File: src/rtl/switch_debouncer.sv
// Per-channel switch/button conditioner: 2-FF synchroniser, saturating stability counter, clean level with rise/fall pulses.
// Optional SWITCH_DEBOUNCER_TOGGLE_EN adds a per-channel toggle flop that flips on every rise.
module switch_debouncer #(
  parameter int N_CH      = 2,
  parameter int DB_CYCLES = 1000000,
  parameter int CNT_W     = 20
) (
  input  logic            clk,
  input  logic            reset,
  input  logic [N_CH-1:0] sw_raw,
  output logic [N_CH-1:0] sw_db,
  output logic [N_CH-1:0] rise,
  output logic [N_CH-1:0] fall,
  output logic [N_CH-1:0] busy,
  output logic [N_CH-1:0] tgl
);

  // state | meaning
  // IDLE  | s2 agrees with sw_db, counter parked at 0
  // QUAL  | s2 differs from sw_db, counter qualifying the new level
  typedef enum logic {IDLE, QUAL} state_t;

  localparam logic [CNT_W-1:0] CNT_LAST = CNT_W'(DB_CYCLES - 1);
  localparam logic [CNT_W-1:0] CNT_ONE  = CNT_W'(1);

  logic [N_CH-1:0] s1;
  logic [N_CH-1:0] s2;

  always_ff @(posedge clk) begin
    if (reset) begin
      s1 <= '0;
      s2 <= '0;
    end else begin
      s1 <= sw_raw;
      s2 <= s1;
    end
  end

  for (genvar i = 0; i < N_CH; i++) begin : g_ch
    state_t           state;
    logic [CNT_W-1:0] cnt;
    logic             db_q;
    logic             rise_q;
    logic             fall_q;

    always_ff @(posedge clk) begin
      if (reset) begin
        state  <= IDLE;
        cnt    <= '0;
        db_q   <= 1'b0;
        rise_q <= 1'b0;
        fall_q <= 1'b0;
      end else begin
        rise_q <= 1'b0;
        fall_q <= 1'b0;
        case (state)
          IDLE: begin
            if (s2[i] != db_q) begin
              state <= QUAL;
              cnt   <= CNT_ONE;
            end else begin
              cnt <= '0;
            end
          end
          QUAL: begin
            if (s2[i] == db_q) begin
              state <= IDLE;
              cnt   <= '0;
            end else if (cnt == CNT_LAST) begin
              // accept the new level and pulse in the same edge
              state  <= IDLE;
              cnt    <= '0;
              db_q   <= s2[i];
              rise_q <= s2[i];
              fall_q <= ~s2[i];
            end else begin
              cnt <= cnt + CNT_ONE;
            end
          end
          default: begin
            state <= IDLE;
            cnt   <= '0;
          end
        endcase
      end
    end

    assign sw_db[i] = db_q;
    assign rise[i]  = rise_q;
    assign fall[i]  = fall_q;
    assign busy[i]  = (state == QUAL);

`ifdef SWITCH_DEBOUNCER_TOGGLE_EN
    logic tgl_q;

    always_ff @(posedge clk) begin
      if (reset) begin
        tgl_q <= 1'b0;
      end else if (rise_q) begin
        tgl_q <= ~tgl_q;
      end
    end

    assign tgl[i] = tgl_q;
`else
    assign tgl[i] = 1'b0;
`endif
  end

endmodule
File: config.mk
export PLATFORM = sky130hd
export DESIGN_NAME = switch_debouncer
export DESIGN_NICKNAME = d
export VERILOG_FILES = /design/src/rtl/switch_debouncer.sv
export SDC_FILE = /design/constraint.sdc
export NUM_CORES = 1
export LEC_CHECK = 0
export CORE_MARGIN = 2
export CORE_UTILIZATION = 61
export CTS_BUF_LIST = sky130_fd_sc_hd__clkbuf_2 sky130_fd_sc_hd__clkbuf_4 sky130_fd_sc_hd__clkbuf_8
export CTS_CLUSTER_DIAMETER = 150
export DETAILED_ROUTE_END_ITERATION = 7
export GPL_TIMING_DRIVEN = 0
export HOLD_SLACK_MARGIN = 0.12
export PLACE_DENSITY = 0.81
export SLEW_MARGIN = 40
export SYNTH_ARGS = -nofsm -noshare
export SYNTH_HDL_FRONTEND = slang
export SYNTH_SLANG_ARGS = --single-unit
File: constraint.sdc
create_clock -name clk -period 2 [get_ports clk]
set_input_delay 0.2 -clock clk [delete_from_list [all_inputs] [get_ports clk]]
set_output_delay 0.2 -clock clk [all_outputs]
set_load 0.01 [all_outputs]
; ---- Word level (Yosys, flattened, before mapping)
; Cells that the tools add are included.
[op_classes]
add_sub_neg = 2
eq_ne = 6
muxes = 16
bitwise_logic = 8
reduce_logical = 4
[ops]
columns = op, n
row1 = two-way mux 20 bit, 4
row2 = case mux 20 bit (2 select lines), 2
row3 = adder 20 x 1 -> 20 bit (second input constant), 2
row4 = == test 20 bit (second input constant), 2
row5 = two-way mux 1 bit, 8
row6 = inverter 1 bit, 8
row7 = OR reduction 4 bit, 2
row8 = AND reduction 3 bit, 2
row9 = case mux 1 bit (2 select lines), 2
row10 = == test 1 bit, 2
row11 = inequality test 1 bit, 2
[totals]
register_bits = 52
output_inout_bits = 10
elab_cells = 48

; ---- Depth between registers and ports, before layout
; Gate-level depths: netlist of run 1.
[logic_depth]
word_depth = 4
depth_mapped = 7
depth_no_buf = 5

; ---- Worst setup path after synthesis of run 1
; No wires, ideal clock.
[synth_path]
path_type = register to register
start = reg g_ch[1].cnt[0]
end = reg g_ch[1].cnt[10]
setup_time_ps = 115
arrival_time_ps = 1728
required_ps = 1885
slack_ps = 157
path_stages_with_launch = 7
cell_sequence = dfxtp_1 -> ha_1 -> and4_2 -> nand4_1 -> o311ai_4 -> buf_6 -> nor2_1
[synth_via]
elab_chain_cells = 4
word_cells_on_any_way = 5
cone_classes = 1 x add/sub / 1 x eq/ne / 3 x mux
[synth_rtl]
columns = element, line
row1 = from (decl), 41  ; logic [CNT_W-1:0] cnt;
row2 = from (signal assigned), 77  ; cnt <= cnt + CNT_ONE;
row3 = adder 20 x 1 -> 20 bit or == test 20 bit (tied branches), "77, 69"
row4 = two-way mux 20 bit (*), 69  ; end else if (cnt == CNT_LAST) begin
row5 = two-way mux 20 bit (*), 66  ; if (s2[i] == db_q) begin
row6 = case mux 20 bit (2 select lines) (*), 56  ; case (state)
; Mark *: on every way between the ends. The rest lies on a longest branch, timed or not.
; A chain may end at the register's enable or synchronous reset.

; ---- Worst setup path in the final report of run 1
[layout_path]
start = reg g_ch[1].cnt[0]
end = reg g_ch[1].db_q
[layout_via]
elab_chain_cells = 2
[layout_rtl]
columns = element, line
row1 = == test 20 bit, 69
row2 = AND reduction 3 bit (no source line), n/a
row3 = to (signal assigned), 73  ; db_q <= s2[i];
row4 = to (decl), 42  ; logic db_q;
; Every way passes these cells.

==> results of run 1 <==
[worst max-delay path: cells and delay by family, from the launching register on]
family          cells  cell delay [ps]
simple gates        3             1100
compound gates      1              140
fa+ha+maj           1              220
flops               1              380
[worst max path at each step]
stage | end | slack [ps] | from
floorplan | g_ch[1].cnt[10] | 160 | g_ch[1].cnt[0]
global placement | g_ch[1].cnt[9] | -190 | g_ch[1].cnt[0]
detailed placement | g_ch[1].cnt[12] | -200 | g_ch[1].cnt[0]
CTS | g_ch[0].cnt[8] | 10 | g_ch[0].cnt[0]
global route | g_ch[1].cnt[0] | 7 | g_ch[1].cnt[0]
finish | g_ch[1].db_q | 100 | g_ch[1].cnt[0]
[synthesized netlist by cell type (2+ instances only)]
cell type	instances
nand3_1	15
clkbuf_1	3
a21oi_1	16
nand2_1	12
ha_1	2
xor2_1	16
or4_1	5
nand4_1	15
nor2b_1	5
nand2b_1	3
or3_1	7
o31ai_1	6
nor2_1	31
and2_1	2
and3_1	6
nor3b_1	2
a21o_1	2
nor3_1	6
xnor2_1	10
inv_1	6
o21ai_0	6
and4_1	4
dfxtp_1	52
buf_4	11
nor4b_1	3
[where the power goes]
part | switching [uW] | total, uW | internal, uW | leakage (uW)
Combinational | 12.6 | 30.3 | 17.7 | 0.000391
Clock | 340 | 620 | 280 | 0.0000434
Sequential | 4.81 | 1050 | 1040 | 0.000420
Total | 357 | 1700 | 1340 | 0.000854
[cell type report]
class                   instances  area share, %
clock inverters                 2          0.563
plain buffers                  14           3.85
repair buffers                 15           5.25
inverters                       6          0.844
well taps                      48           2.25
multi-input cells             189           45.1
clock buffers                   6           3.10
flip-flops and latches         52           39.1
[metrics by stage]
| stage | power (uW) | util, % | setup slack [ps] | TNS [ps] |
|---|---|---|---|---|
| after global routing | 1760 | 72.3 | 7.49 | 0 |
| after floorplan | 1090 | - | 157 | 0 |
| after CTS | 1710 | 72.2 | 12.1 | 0 |
| after detailed placement | 1100 | 68.7 | -202 | -4180 |
| after global placement | 1100 | 68.7 | -192 | -3830 |
| final | 1700 | 72.3 | 95.2 | 0 |
[what timing repair did]
item | in CTS | in global routing
hold buffers | 0 | 0
pin swaps | 2 | 2
gates resized for setup | 2 | 2
setup buffers | 3 | 1
cloned | 0 | 0
endpoints found under the setup margin | 30 | 33
[cells in the final DEF (no fill, tap or decap), types with 4 or more instances in the layout]
cell type        Yosys  layout
buf_4               11      15
nor2_1              31      31
or4_1                5       5
nor3_1               6       6
nor2b_1              5       5
o31ai_1              6       6
inv_1                6       6
and3_1               6       5
dfxtp_1             52      51
clkdlybuf4s50_1      0      11
nand3_1             15      15
nand4_1             15      15
and4_1               4       4
nand2_1             12      12
clkbuf_8             0       6
a21oi_1             16      16
xor2_1              16      16
or3_1                7       7
o21ai_0              6       6
xnor2_1             10      10
[metal layers]
layer	global-route usage [%]	routed length, um
met4	7.91	69
met3	5.28	201
met5	0	0
met2	36.1	2030
met1	29.4	2010
[cell families (layout without fill, tap and decap cells)]
logic type                 count (synthesis)  after routing  synth area share (%)
AOI/OAI and AO/OA                         34             34                  9.38
other                                      1              2                 0.159
adders and majority gates                  2              2                  1.06
and+or+nand+nor                          125            125                  30.0
DFF                                       52             52                  44.1
buffers and inverters                     22             43                  5.62
xor gates and xnor gates                  26             26                  9.64
[sequential cells by signal, indices dropped and copies added, names as in the netlist]
name	cells
g_ch.cnt	40
g_ch.db_q	2
g_ch.fall_q	2
g_ch.rise_q	2
g_ch.state	2
s1	2
s2	2
==> metrics, run 1 <==
Post-Synthesis Cells=262; DR iter-0 viols=75; Setup CP Type=reg -> reg; post-synth top area cell=dfxtp_1; Worst R2R End=g_ch[1].db_q; final non-filler cell total=332; Most used DFF post-synth=dfxtp_1; GRT Util Overall=22.5%; DRT antenna net count=0; Setup violations, final=0; CTS buffer count=5; Critical Path Fanout Max=5; pin count of the biggest net entering global routing=17; Max clock buf depth=2; antenna cells=0; Die ar.=4380 sq um; Synth area leaders=dfxtp_1 (44%), xor2_1 (5.9%), nor2_1 (4.9%); multi-input logic area=1200 sq um; initial antenna violation count=0; Leak=0.000854 uW; Hold Path Stages=2; Vias/cell=5.70; top-area cell type share of the netlist area=44.1%; Synthesis Warnings=0; unrepaired setup endpoints after global routing=no; Critical Path AT=2150 ps; Die Span Y=66.2 um; max incr delay on CP=560 ps; area after detailed placement=2530 sq um; global-route wire length before repair=7.64 mm; Syn Area/Cell=9.01 sq um; element type at the critical path end=register; clk slew on worst S/H paths=90 ps; Die X=66.2 um; vias in the first global route=1763; final hold slack=435 ps; Final Cell Area=2670 sq um; Core Box Area=3690 sq um; Post-synth EDFFs=0; # port buffers=11; area grow syn2layout=13.0%; PwrDens=636 nW/um^2; reg-to-reg setup timing slack=100 ps; Tmin final=1900 ps; # rows=22; mapped cell area=2360 sq um; drt drc=0; maximum ir drop on the vdd rail=0.354 mV; worst r2r src=g_ch[1].cnt[0]; Slew Limit Fails=0; synthesis-stage register bit count=52; Fmax=0.525 GHz; Tcrit/Tclk final=95.2%; Clock Skews=7.30 ps; grt ovf=0; CTS tree=built; area occupied by registers=1040 sq um; routability congestion estimate=0.816; hold endpoint=s1[1]; max-cap viol count=0; Synth async-reset ratio=0%; clock root buffer=clkbuf_8; Slew headroom=53.7%; Worst path slowest cell=or4_1; Clock Latency Late Sink=310 ps; routed wire length=4.31 mm; R2R cell count=5; Nets=289; HP Class=in -> reg; proportion of layout cells with a drive suffix above 1=13.7%; hold path start=sw_raw[1]; DPL Wire Length=3.01 mm; register area share after synthesis=44.1%; IO Count=14; DP Cell Count=322; final hold vios=0; first drt pass iteration count=4; FILL cells=308; Initial Util=64.0%; Crit path required time=2250 ps; vias=1891; per-cell routed wire length=13.0 um; cells along the critical path=ha_2, and4_2, nand4_1, or4_1, a21oi_1; clk sinks=52; status=finished, final reports clean; H-tree depth=2; Netlist cell types=41; CP Launch Type=register; worst-margin pin slew=689 ps
Power figures use the tool's default switching activity.
==> run 2: changes to the inputs <==
Settings changed: CORE_UTILIZATION 61 to 52, PLACE_DENSITY 0.81 to 0.71.
Clock period 2 ns to 1.96 ns, I/O delays scaled along.
==> metrics, run 2 (same netlist as run 1, synthesis figures left out) <==
Final WS setup=116 ps (+20.4 ps); HP Class=in -> reg; grt ovf=0 (unchanged); Vias/cell=5.48 (-3.8%); Initial Util=54.2% (-9.8 points); drt drc=0 (unchanged); DPL Wire Length=2.98 mm (-1.0%); element type at the critical path end=register; routability congestion estimate=0.810 (-0.71%); Slew headroom=57.7% (+4.0 points); H-tree depth=2 (unchanged); Clock Latency Late Sink=310 ps (about the same); most frequent cells in the layout=dfxtp_1 (50), nor2_1 (31), xor2_1 (16), a21oi_1 (16), buf_4 (16); first drt pass iteration count=4 (unchanged); Setup CP Type=reg -> reg; Slew Limit Fails=0 (unchanged); DR iter-0 viols=71 (-5.3%); routed wire length=4.42 mm (+2.5%); vias in the first global route=1638 (-7.1%); initial antenna violation count=0 (unchanged); GRT Util Overall=17.8% (-4.7 points); Nets=290 (+0.35%); IO Count=14 (unchanged); Critical Path Fanout Max=5 (unchanged); Tcrit/Tclk final=94.1% (-1.1 points); unrepaired setup endpoints after global routing=no; status=finished, final reports clean; Leak=0.000897 uW (+5.0%); antenna cells=0 (unchanged); Die X=71.4 um (+7.8%); Die ar.=5100 sq um (+16%); final hold vios=0 (unchanged); clk sinks=52 (unchanged); PwrDens=762 nW/um^2 (+20%); final non-filler cell total=337 (+1.5%); max-cap viol count=0 (unchanged); Clock Skews=5.22 ps (-2.08 ps); # port buffers=11 (unchanged); Core Box Area=4350 sq um (+18%); DP Cell Count=326 (+1.2%); clk slew on worst S/H paths=90 ps (about the same); Place WS=-271 ps (-68.5 ps); clock root buffer=clkbuf_8; Max clock buf depth=2 (unchanged); global-route wire length before repair=7.41 mm (-3.0%); Hold-fix buffers, CTS=0 (unchanged); # rows=24 (+9.1%); commonest non-fill, non-tap cell in the layout=dfxtp_1; DRT antenna net count=0 (unchanged); proportion of layout cells with a drive suffix above 1=14.7% (+1.0 points); maximum ir drop on the vdd rail=0.400 mV (+13%); per-cell routed wire length=13.1 um (+0.98%); vias=1847 (-2.3%); CTS buffer count=5 (unchanged); CP Launch Type=register; Die Span Y=71.4 um (+7.8%); pin count of the biggest net entering global routing=17 (unchanged); TNS Setup=0 ps (unchanged); Crit path required time=2210 ps (-40 ps); Tmin final=1840 ps (-60.4 ps); FILL cells=372 (+21%); Core Util, Final=63.2% (-9.1 points); max reg flops=40 (unchanged); Critical Path AT=2090 ps (-60 ps); Fmax=0.542 GHz (+3.3%); final hold slack=436 ps (+0.761 ps); worst-margin pin slew=629 ps (-59.8 ps); CTS tree=built; Most flops, register=g_ch.cnt; Setup violations, final=0 (unchanged); area grow syn2layout=16.6%
run 2: final cells by class:
| class | instances | area, sq um | share of cell area, % |
|---|---|---|---|
| Timing Repair Buffer | 16 | 148 | 5.36 |
| Tap cell | 52 | 65.1 | 2.36 |
| Clock inverter | 3 | 90.1 | 3.27 |
| Multi-Input combinational cell | 189 | 1210 | 44.0 |
| Clock buffer | 5 | 68.8 | 2.50 |
| Buffer | 14 | 103 | 3.73 |
| Inverter | 6 | 22.5 | 0.818 |
| Sequential cell | 52 | 1050 | 38.0 |
run 2: path summary, 6_finish.rpt:
kind / startpoint / to / slack [ps] / cells after the start
worst max-delay path: g_ch[1].cnt[0] / g_ch[1].db_q / 120 / 6
worst min-delay path: sw_raw[1] / s1[1] / 440 / 2
worst max register to register: g_ch[1].cnt[0] / g_ch[1].db_q / 120 / 6
worst min register to register: s1[0] / s2[0] / 460 / 1
run 2: routing by layer:
layer / routed length (um) / up-vias / global-route usage, %
met2: 1900 / 26 / 25.7
met5: 0 / - / 0
li1: - / 964 / -
met4: 40 / 0 / 4.61
met3: 152 / 5 / 4.22
met1: 2320 / 852 / 26.7
run 2: worst max-delay path: stages, from the launching register on:
cell and delay, ps:
dfxtp_4 380, ha_2 210, and4_4 260, nand4_1 100, buf_4 180, or4_1 500
a21oi_1 150
run 2: repair_timing:
action                     4_1_cts  5_1_grt
setup buffers                    3        2
pin swaps                        2        1
setup endpoints to repair       33       30
hold endpoints to repair         0        0
gates resized for setup          3        5
run 2: stage by stage:
step	cell area, sq um	total power [uW]
floorplan	2360	1110
global placement	2540	1120
detailed placement	2540	1120
CTS	2730	2130
global route	2750	2150
finish	2750	2100
run 2: report_power, final:
| group | total [uW] | internal, uW | switching, uW | leakage, uW |
|---|---|---|---|---|
| logic | 30.8 | 18.1 | 12.7 | 0.000398 |
| clock network | 1000 | 638 | 363 | 0.0000784 |
| registers | 1070 | 1060 | 5.15 | 0.000421 |
| total | 2100 | 1720 | 380 | 0.000897 |
==> run 3: changes to the inputs <==
Settings changed: MAX_ROUTING_LAYER set to met4.
==> metrics, run 3 (same netlist as run 1, synthesis figures left out) <==
status=finished, final reports clean; drt drc=0 (unchanged); Slew Limit Fails=0 (unchanged); Slew headroom=57.7% (unchanged); DRT antenna net count=0 (unchanged); clk sinks=52 (unchanged); Vias/cell=5.48 (about the same); maximum ir drop on the vdd rail=0.400 mV (about the same); TNS Setup=0 ps (unchanged); worst-margin pin slew=629 ps (unchanged); Max clock buf depth=2 (unchanged); routed wire length=4.41 mm (-0.18%); Tmin final=1840 ps (unchanged); area grow syn2layout=16.6% (unchanged); antenna cells=0 (unchanged); final non-filler cell total=337 (unchanged); final hold vios=0 (unchanged); proportion of layout cells with a drive suffix above 1=14.7% (unchanged); initial antenna violation count=0 (unchanged); routability congestion estimate=0.822 (+1.5%); max reg flops=40 (unchanged); Critical Path Fanout Max=5 (unchanged); Setup violations, final=0 (unchanged); PwrDens=762 nW/um^2 (about the same); pin count of the biggest net entering global routing=17 (unchanged); grt ovf=0 (unchanged); Critical Path AT=2090 ps (about the same); # port buffers=11 (unchanged); top cell family by delay on the critical path=simple AND/OR/NAND/NOR gates; DP Cell Count=326 (unchanged); CTS tree=built; per-cell routed wire length=13.1 um (-0.18%); Leak=0.000897 uW (unchanged); Setup CP Type=reg -> reg; clk slew on worst S/H paths=90 ps (about the same); CP Launch Type=register; Clock Skews=4.61 ps (-0.612 ps); CTS buffer count=5 (unchanged); cells along the critical path=ha_2, and4_4, nand4_1, buf_4, or4_1, a21oi_1; Die Span Y=71.4 um (unchanged); Nets=290 (unchanged); DR iter-0 viols=78 (+9.9%); Core Box Area=4350 sq um (unchanged); commonest non-fill, non-tap cell in the layout=dfxtp_1; Die X=71.4 um (unchanged); Fmax=0.542 GHz (unchanged); vias in the first global route=1633 (-0.31%); Clock Latency Late Sink=310 ps (about the same); first drt pass iteration count=4 (unchanged); Initial Util=54.2% (unchanged); Die ar.=5100 sq um (unchanged); most frequent cells in the layout=dfxtp_1 (50), nor2_1 (31), xor2_1 (16), a21oi_1 (16), buf_4 (16); HP Class=in -> reg; Worst path slowest cell=or4_1; Final Cell Area=2750 sq um (unchanged); DPL Wire Length=2.98 mm (unchanged); Crit path required time=2210 ps (about the same); max-cap viol count=0 (unchanged); GRT Util Overall=18.4% (+0.57 points); Hold-fix buffers, CTS=0 (unchanged); Tcrit/Tclk final=94.1% (unchanged); # rows=24 (unchanged); max incr delay on CP=500 ps (about the same); area after detailed placement=2540 sq um (unchanged); unrepaired setup endpoints after global routing=no; Most flops, register=g_ch.cnt; global-route wire length before repair=7.42 mm (+0.19%); clock root buffer=clkbuf_8; H-tree depth=2 (unchanged); IO Count=14 (unchanged); crit path buf inv count=1 (unchanged); element type at the critical path end=register; vias=1848 (+0.054%)
==> run 3: worst paths after layout <==
kind                       start      endpoint  slack (ps)  depth (start not counted)
setup / recovery  g_ch[1].cnt[0]  g_ch[1].db_q         120                          6
hold / removal         sw_raw[1]         s1[1]         440                          2
setup reg to reg  g_ch[1].cnt[0]  g_ch[1].db_q         120                          6
hold reg to reg            s1[0]         s2[0]         460                          1
==> run 3: power by group <==
| part | switching (uW) | internal, uW |
|---|---|---|
| logic | 12.6 | 18.1 |
| registers | 5.15 | 1060 |
| clock network | 363 | 638 |
| total | 381 | 1720 |
==> run 3: repair_timing <==
| item | 4_1_cts | 5_1_grt |
|---|---|---|
| endpoints found under the setup margin | 33 | 30 |
| pin swaps | 2 | 1 |
| setup buffers | 3 | 2 |
| resized for setup | 3 | 5 |
| hold endpoints to repair | 0 | 0 |
==> run 3: cell type report <==
| class | count | area, sq um |
|---|---|---|
| Clock inverter | 3 | 90.1 |
| Clock buffer | 5 | 68.8 |
| Buffer | 14 | 103 |
| Tap cell | 52 | 65.1 |
| Inverter | 6 | 22.5 |
| Fill cell | 372 | 1600 |
| Multi-Input combinational cell | 189 | 1210 |
| Timing Repair Buffer | 16 | 148 |
| Sequential cell | 52 | 1050 |
==> run 3: through the flow <==
step           power, uW  setup WS (ps)  hold WS [ps]  util, %
2_1_floorplan       1110            117           324        -
3_3_place_gp        1120           -234           419     58.3
3_5_place_dp        1120           -271           436     58.3
4_1_cts             2130           33.0           425     62.6
5_1_grt             2150           8.04           438     63.2
6_report            2100            116           436     63.2
==> run 3: layer usage <==
layer	vias up	share of wire [%]	global-route usage, %
met5	-	0	-
met4	0	0.91	4.61
met3	5	3.5	4.22
met2	29	43	25.7
met1	849	53	26.8
li1	965	-	-
